<file path="config.mk">
export PLATFORM = sky130hd
export DESIGN_NAME = opc2_boot_ctrl
export DESIGN_NICKNAME = d
export VERILOG_FILES = /design/src/rtl/opc2_pkg.sv /design/src/rtl/opc2_bus_mux.sv /design/src/rtl/opc2_boot_ctrl.sv
export SDC_FILE = /design/constraint.sdc
export NUM_CORES = 1
export LEC_CHECK = 0
export ABC_CLOCK_PERIOD_IN_PS = 7800
export BUFFER_PORTS_ARGS = -buffer_cell sky130_fd_sc_hd__buf_2
export CAP_MARGIN = 20
export CORE_ASPECT_RATIO = 0.75
export CORE_UTILIZATION = 35
export DETAILED_ROUTE_END_ITERATION = 8
export GPL_TIMING_DRIVEN = 0
export PLACE_DENSITY = 0.61
export REMOVE_ABC_BUFFERS = 1
export SLEW_MARGIN = 5
export SYNTH_ARGS = -nofsm -noshare
export SYNTH_HDL_FRONTEND = slang
export SYNTH_HIERARCHICAL = 1
export SYNTH_SLANG_ARGS = --single-unit
</file>
<file path="constraint.sdc">
create_clock -name clk -period 7.8 [get_ports clk]
set_input_delay 2.34 -clock clk [delete_from_list [all_inputs] [get_ports clk]]
set_output_delay 2.34 -clock clk [all_outputs]
set_load 0.05 [all_outputs]
</file>
<file path="src/rtl/opc2_pkg.sv">
// Shared definitions for the opc2 boot loader: bus widths, state encoding and
// the order in which header bytes arrive on the load stream.
package opc2_pkg;

    localparam int unsigned ADDR_W = 11;
    localparam int unsigned DATA_W = 8;
    localparam int unsigned CNT_W  = 4;

    typedef enum logic [3:0] {
        StIdle,
        StAddrH,
        StAddrL,
        StLenH,
        StLenL,
        StData,
        StCsum,
        StRelease,
        StRun,
        StError
    } opc2_state_e;

    // Header layout on the stream: address high, address low, length high, length low.
    localparam int unsigned HDR_BYTES = 4;

    function automatic opc2_state_e hdr_next(input opc2_state_e st);
        unique case (st)
            StAddrH: return StAddrL;
            StAddrL: return StLenH;
            StLenH:  return StLenL;
            default: return StAddrH;
        endcase
    endfunction

    function automatic logic st_takes_byte(input opc2_state_e st);
        return st inside {StAddrH, StAddrL, StLenH, StLenL, StData, StCsum};
    endfunction

    function automatic logic st_busy(input opc2_state_e st);
        return st inside {StAddrH, StAddrL, StLenH, StLenL, StData, StCsum, StRelease};
    endfunction

endpackage

</file>
<file path="src/rtl/opc2_bus_mux.sv">
// RAM port arbitration: the running CPU owns the bus, otherwise the loader does.
module opc2_bus_mux
    import opc2_pkg::*;
(
    input  logic              cpu_sel,
    input  logic [ADDR_W-1:0] cpu_address,
    input  logic [DATA_W-1:0] cpu_wdata,
    input  logic              cpu_rnw,
    input  logic [ADDR_W-1:0] ld_address,
    input  logic [DATA_W-1:0] ld_wdata,
    input  logic              ld_we,
    output logic [ADDR_W-1:0] mem_address,
    output logic [DATA_W-1:0] mem_wdata,
    output logic              mem_we
);

    always_comb begin
        if (cpu_sel) begin
            mem_address = cpu_address;
            mem_wdata   = cpu_wdata;
            mem_we      = ~cpu_rnw;
        end else begin
            mem_address = ld_address;
            mem_wdata   = ld_wdata;
            mem_we      = ld_we;
        end
    end

endmodule

</file>
<file path="src/rtl/opc2_boot_ctrl.sv">
// Boot controller: optionally streams a program image into RAM, verifies its
// checksum, then releases the CPU from reset and hands it the memory bus.
module opc2_boot_ctrl
    import opc2_pkg::*;
#(
    parameter int unsigned RELEASE_CYCLES = 4
) (
    input  logic              clk,
    input  logic              reset_b,
    input  logic              boot_en,
    input  logic              boot_start,
    input  logic [DATA_W-1:0] s_data,
    input  logic              s_valid,
    output logic              s_ready,
    input  logic [ADDR_W-1:0] cpu_address,
    input  logic [DATA_W-1:0] cpu_wdata,
    input  logic              cpu_rnw,
    output logic [ADDR_W-1:0] mem_address,
    output logic [DATA_W-1:0] mem_wdata,
    output logic              mem_we,
    output logic              cpu_reset_b,
    output logic              busy,
    output logic              error
);

    opc2_state_e       state_q, state_d;
    logic [ADDR_W-1:0] addr_q, addr_d;
    logic [ADDR_W-1:0] len_q, len_d;
    logic [DATA_W-1:0] sum_q, sum_d;
    logic [CNT_W-1:0]  cnt_q, cnt_d;
    logic              wr_en_q, wr_en_d;
    logic [ADDR_W-1:0] wr_addr_q, wr_addr_d;
    logic [DATA_W-1:0] wr_data_q, wr_data_d;
    logic              cpu_reset_b_q, cpu_reset_b_d;
    logic              s_ready_q, s_ready_d;
    logic              busy_q, busy_d;
    logic              error_q, error_d;
    logic              rst_sync_q, rst_sync_d;

    logic              accept;
    logic [DATA_W-1:0] csum_chk;

    assign accept   = s_valid && s_ready_q && !boot_start;
    assign csum_chk = sum_q + s_data;

    always_comb begin
        state_d    = state_q;
        addr_d     = addr_q;
        len_d      = len_q;
        sum_d      = sum_q;
        cnt_d      = cnt_q;
        wr_en_d    = 1'b0;
        wr_addr_d  = wr_addr_q;
        wr_data_d  = wr_data_q;
        rst_sync_d = 1'b1;

        // The first edge after reset release only arms the controller.
        if (!rst_sync_q) begin
            state_d = StIdle;
        end else if (boot_start) begin
            state_d = StAddrH;
            sum_d   = '0;
            cnt_d   = '0;
        end else begin
            unique case (state_q)
                StIdle: begin
                    if (boot_en) begin
                        state_d = StAddrH;
                        sum_d   = '0;
                    end else begin
                        state_d = StRun;
                    end
                end
                StAddrH: if (accept) begin
                    addr_d  = {s_data[2:0], addr_q[7:0]};
                    state_d = hdr_next(state_q);
                end
                StAddrL: if (accept) begin
                    addr_d  = {addr_q[10:8], s_data};
                    state_d = hdr_next(state_q);
                end
                StLenH: if (accept) begin
                    len_d   = {s_data[2:0], len_q[7:0]};
                    state_d = hdr_next(state_q);
                end
                StLenL: if (accept) begin
                    len_d   = {len_q[10:8], s_data};
                    state_d = ({len_q[10:8], s_data} == '0) ? StCsum : StData;
                end
                StData: if (accept) begin
                    wr_en_d   = 1'b1;
                    wr_addr_d = addr_q;
                    wr_data_d = s_data;
                    addr_d    = addr_q + 11'd1;
                    len_d     = len_q - 11'd1;
                    sum_d     = sum_q + s_data;
                    if (len_q == 11'd1) begin
                        state_d = StCsum;
                    end
                end
                StCsum: if (accept) begin
                    cnt_d   = '0;
                    state_d = (csum_chk == '0) ? StRelease : StError;
                end
                StRelease: begin
                    if (cnt_q == CNT_W'(RELEASE_CYCLES - 1)) begin
                        state_d = StRun;
                    end else begin
                        cnt_d = cnt_q + 1'b1;
                    end
                end
                StRun:   state_d = StRun;
                StError: state_d = StError;
                default: state_d = StIdle;
            endcase
        end

        cpu_reset_b_d = (state_d == StRun);
        s_ready_d     = st_takes_byte(state_d);
        busy_d        = st_busy(state_d);
        error_d       = (state_d == StError);
    end

    always_ff @(posedge clk or negedge reset_b) begin
        if (!reset_b) begin
            rst_sync_q    <= 1'b0;
            state_q       <= StIdle;
            addr_q        <= '0;
            len_q         <= '0;
            sum_q         <= '0;
            cnt_q         <= '0;
            wr_en_q       <= 1'b0;
            wr_addr_q     <= '0;
            wr_data_q     <= '0;
            cpu_reset_b_q <= 1'b0;
            s_ready_q     <= 1'b0;
            busy_q        <= 1'b0;
            error_q       <= 1'b0;
        end else begin
            rst_sync_q    <= rst_sync_d;
            state_q       <= state_d;
            addr_q        <= addr_d;
            len_q         <= len_d;
            sum_q         <= sum_d;
            cnt_q         <= cnt_d;
            wr_en_q       <= wr_en_d;
            wr_addr_q     <= wr_addr_d;
            wr_data_q     <= wr_data_d;
            cpu_reset_b_q <= cpu_reset_b_d;
            s_ready_q     <= s_ready_d;
            busy_q        <= busy_d;
            error_q       <= error_d;
        end
    end

    assign s_ready     = s_ready_q;
    assign cpu_reset_b = cpu_reset_b_q;
    assign busy        = busy_q;
    assign error       = error_q;

    opc2_bus_mux u_bus_mux (
        .cpu_sel     (cpu_reset_b_q),
        .cpu_address (cpu_address),
        .cpu_wdata   (cpu_wdata),
        .cpu_rnw     (cpu_rnw),
        .ld_address  (wr_addr_q),
        .ld_wdata    (wr_data_q),
        .ld_we       (wr_en_q),
        .mem_address (mem_address),
        .mem_wdata   (mem_wdata),
        .mem_we      (mem_we)
    );

endmodule

</file>
# Word level (Yosys, flattened, before mapping)
# Cells that the tools add are included.
# word_totals
ff_bits,63
output_inout_bits,24
word_cells,110
# classes
add_sub_neg,4
eq_ne,29
muxes,35
n_bitwise,6
n_reduce_logical,21
# op_table
op,count
11-bit one-hot mux with 3 select lines,2
4-bit two-way mux,15
11-bit two-way mux,4
8-bit two-way mux,5
4-bit one-hot mux with 10 select lines,1
4-bit by 3-bit == test with 1-bit output (second input constant),8
6-bit AND reduction,4
4-bit by 2-bit == test with 1-bit output (second input constant),5
4-bit == test (second input constant),4
8-bit one-hot mux with 2 select lines,1
3-bit != test (second input constant),4
4-bit AND reduction,3
11-bit by 1-bit adder with 11-bit output (second input constant),1
11-bit by 1-bit == test with 1-bit output (second input constant),1
11-bit zero test,1
11-bit by 1-bit subtractor with 11-bit output (second input constant),1
2-bit != test (second input constant),5
8-bit adder,1
4-bit by 1-bit == test with 1-bit output (second input constant),2
8-bit zero test,1
4-bit one-hot mux with 2 select lines,1
2-bit nonzero test,4
7-bit nonzero test,1
1-bit NOT,6
other kinds (8),14

# Longest topological paths before layout
# logic_depth
depth_word,9
ltp_mapped,9

# Cells and area by module
# The synthesis kept the hierarchy.
# modules_own_cells
mod,n_inst,cells_per_inst,area_each_um2
opc2_boot_ctrl,1,367,3530.9
opc2_bus_mux,1,23,321.6

# Worst setup path before layout
# No wires, ideal clock.
# synth_path
kind,input -> output
from,input cpu_rnw
to,output mem_we
arrival_ps,3148
slack_ps,2312
cell_stages,1
path_cell_list,mux2i_1
# synth_via
elab_chain_cells,2
# synth_rtl
element,line_no,rtl
start: declaration,opc2_boot_ctrl.sv:17,"input logic cpu_rnw,"
1-bit NOT,opc2_bus_mux.sv:21,mem_we = ~cpu_rnw;
1-bit two-way mux,opc2_bus_mux.sv:18,if (cpu_sel) begin
end: declaration,opc2_boot_ctrl.sv:20,"output logic mem_we,"
# Every way passes these cells.

# Worst setup path in the final report
# layout_path
from,input cpu_wdata[1]
to,output mem_wdata[1]
# layout_via
elab_chain_cells,1
# layout_rtl
element,line_no,rtl
start: declaration,opc2_boot_ctrl.sv:16,"input logic [DATA_W-1:0] cpu_wdata,"
8-bit two-way mux,opc2_bus_mux.sv:18,
end: declaration,opc2_boot_ctrl.sv:19,"output logic [DATA_W-1:0] mem_wdata,"
# Every way passes these cells.

==> results.sh <==
export IMPL_status="finished clean"
export IMPL_hold_buffers=0
export IMPL_crit_start="cpu_wdata[1]"
export IMPL_fin_skew_ns=0.005901
export IMPL_rsz0062_at_grt="no"
export IMPL_use_met2_pct=26.68
export IMPL_cpPeakStageDelay_ns=0.25
export IMPL_postPlaceCellArea_mm2=0.004235
export IMPL_grt_overflow=0
export IMPL_grt_pass1_wl_um=16040
export IMPL_ios=57
export IMPL_synthCells=390
export IMPL_yosysWarnings=6
export IMPL_ctsResizeCount=0
export IMPL_synth_seq_cells=63
export IMPL_grt_busiest_layer="met2"
export IMPL_cts_tree="built"
export IMPL_tns_ns=0
export IMPL_crit_chain="buf_2 > mux2_4 > buf_2"
export IMPL_clk_latency_ns=0.33
export IMPL_max_cap_violations=0
export IMPL_met1_usage_pct=25.92
export IMPL_powerDensity_mw_per_mm2=182.0
export IMPL_setup_viol=0
export IMPL_cp_end_kind="output pin"
export IMPL_cts_buffers=9
export IMPL_dp_slack_ns=2.559
export IMPL_cpMostUsedCell="buf_2"
export IMPL_p_total_mw=0.8273
export IMPL_grt_met3_usage_pct=4.495
export IMPL_layout_worst_path_cycle_share_pct=67.22
export IMPL_postCtsSetupRepairBufs=0
export IMPL_synthesis_area_mm2=0.003852
export IMPL_initial_utilization_pct=36.72
export IMPL_cts_buffer_depth=2
export IMPL_worstSetupStartpointType="input pin"
export IMPL_r2r_start="sum_q[1]$_DFFE_PN0P_"
export IMPL_synth_flop_cell="dfrtp_1"
export IMPL_crit_family="buffers and inverters"
export IMPL_ctsHtreeMaxLevel=3
export IMPL_cpMaxStageDelayCell="mux2_4"
export IMPL_cts_sinks=63
export IMPL_rows=32
export IMPL_avgSynthCellArea_um2=9.878
export IMPL_arrival_ns=2.90
export IMPL_drtIter0Drc=200
export IMPL_cts_root_buf="clkbuf_16"
export IMPL_slew_viol_final=0
export IMPL_detail_route_antenna_nets=0
export IMPL_totalWireLength_um=9786
export IMPL_total_leakage_power_nw=2.099
export IMPL_die_area_mm2=0.01144
export IMPL_netlist_cell_type_count=54
export IMPL_critPathKind="input pin to output pin"
export IMPL_place_congestion=0.8465
export IMPL_clk_pin_slew_worst_paths_ns=0.05
export IMPL_tightest_slew_ns=0.8724
export IMPL_finalHoldViolCount=0
export IMPL_period_minus_slack_ns=5.243
export IMPL_grt_usage_pct=18.46
export IMPL_hold_class="flop to flop"
export IMPL_critPathMaxFanout=1
export IMPL_ys_async_sr_fraction_pct=100.0
export IMPL_dp_hpwl_um=6723
export IMPL_viasPerCell=5.647
export IMPL_synth_seq_area_share_pct=40.92
export IMPL_antenna_found_initial=0
export IMPL_fmax_ghz=0.1907
export IMPL_grt_pass1_vias=3122
export IMPL_antenna_cells=0
export IMPL_firstDrtPassIters=5
export IMPL_fin_ws_ns=2.557
export IMPL_drive_gt1_share_pct=27.29
export IMPL_fp_dieH_um=92.86
export IMPL_via_count=3292
export IMPL_coreArea_mm2=0.01049
export IMPL_area_growth_pct=17.96
export IMPL_required_ns=5.46
export IMPL_grt_max_degree=64
export IMPL_post_route_cell_area_mm2=0.004544
export IMPL_drcViolationCount=0
export IMPL_chipWidth_um=123.1
export IMPL_rrSetupSlack_ns=4.69
export IMPL_wl_per_cell_um=16.79
export IMPL_layout_nets=487
export IMPL_timing_slew_headroom_pct=41.70
export IMPL_ir_drop_mv=0.07806
export IMPL_cp_num_buf_inv=2
export IMPL_synth_edff_count=0
export IMPL_portBuffers=56
export IMPL_worstHoldStart="sum_q[2]$_DFFE_PN0P_"
[worst paths after layout]
check	endpoint	depth (start not counted)
setup / recovery	mem_wdata[1]	3
hold / removal	sum_q[2]$_DFFE_PN0P_	1
setup reg to reg	cpu_reset_b$_DFF_PN0_	8
hold reg to reg	sum_q[2]$_DFFE_PN0P_	1
max in group asynchronous	addr_q[6]$_DFFE_PN0P_	1
min in group asynchronous	wr_data_q[1]$_DFFE_PN0P_	1
[area by class of cell]
type	instances	area [µm²]
Timing Repair Buffer	58	312.8
Clock inverter	5	56.30
Multi-Input combinational cell	306	2161
Clock buffer	11	252.7
Tap cell	136	170.2
Sequential cell	63	1577
Inverter	4	15.01
Fill cell	1027	5946
[per-layer routing]
metal,part of all wire [%],wire [µm]
met5,0,0
met4,1.7,171
met3,6.2,611
met2,44,4347
met1,48,4655
[cells in the final DEF, fill, tap and decap left out, drive strengths merged, types with 3 or more instances in the layout]
| cell | count |
|---|---|
| mux2i | 5 |
| nor3 | 14 |
| a22oi | 8 |
| o22ai | 3 |
| a32oi | 3 |
| xor2 | 6 |
| nor4 | 6 |
| or3 | 3 |
| nand2 | 22 |
| clkbuf | 11 |
| a21oi | 21 |
| mux2 | 39 |
| o211ai | 3 |
| nand3 | 11 |
| nor2 | 34 |
| nor2b | 6 |
| a211oi | 5 |
| dfrtp | 63 |
| or4 | 5 |
| o21ai | 47 |
| buf | 58 |
| inv | 4 |
| a31oi | 5 |
| a22o | 7 |
| and2 | 6 |
| clkinv | 3 |
| nand2b | 6 |
| or2 | 3 |
| ha | 11 |
| a21o | 3 |
[cells by family (layout without fill, tap and decap cells)]
logic type	after synthesis	in the layout	share of synthesized area, %
simple gates	125	125	16.56
compound gates	116	116	18.90
flops	63	63	40.92
mux	44	44	14.55
buf+inv	21	78	3.053
fa+ha+maj	12	12	4.092
xor+xnor	8	8	1.819
other cells	1	1	0.09734
[through the flow]
stage                     std cells  hold WS [ns]  util [%]
after global placement          565        0.4909     40.04
final                           583        0.5054     43.32
after detailed placement        567        0.4940     40.37
after CTS                       583        0.5066     43.32
after global routing            583        0.5264     43.32
after floorplan                 373        0.4611         -
[registers in the layout (all words and copies together) (netlist names), 4 cells and up]
signal / cells
state_q: 4
len_q: 11
wr_data_q: 8
wr_addr_q: 11
cnt_q: 4
addr_q: 11
sum_q: 8
[synth_stat cells (2+ instances only)]
cell | number | area (µm²)
dfrtp_1 | 63 | 1577
o21ai_0 | 46 | 230.2
nor2_1 | 34 | 127.6
nand2_1 | 22 | 82.58
a21oi_1 | 20 | 100.1
mux2_2 | 20 | 225.2
mux2_4 | 19 | 285.3
nor3_1 | 14 | 70.07
ha_1 | 11 | 137.6
nand3_1 | 11 | 55.05
clkbuf_1 | 10 | 37.54
a22oi_1 | 8 | 60.06
a22o_1 | 7 | 61.31
and2_1 | 6 | 37.54
nand2b_1 | 6 | 37.54
nor2b_1 | 6 | 37.54
nor4_1 | 6 | 37.54
xor2_1 | 6 | 52.55
a31oi_1 | 5 | 31.28
buf_6 | 5 | 56.30
mux2i_1 | 5 | 50.05
a211oi_1 | 4 | 30.03
inv_1 | 4 | 15.01
a21o_1 | 3 | 22.52
a32oi_1 | 3 | 26.28
o211ai_1 | 3 | 22.52
o22ai_1 | 3 | 18.77
or2_2 | 3 | 18.77
or3_1 | 3 | 18.77
or4_1 | 3 | 22.52
and3_1 | 2 | 12.51
nor3b_1 | 2 | 15.01
o211a_1 | 2 | 20.02
o21bai_1 | 2 | 15.01
o32a_1 | 2 | 20.02
or4_4 | 2 | 22.52
xnor2_1 | 2 | 17.52
[power breakdown]
group	switching (mW)	leakage [nW]	internal [mW]	total, mW
clock network	0.147	0.152	0.264	0.410
logic	0.0454	1.08	0.0250	0.0705
registers	0.0123	0.863	0.334	0.346
No activity file was read; power rests on OpenSTA's default activity.
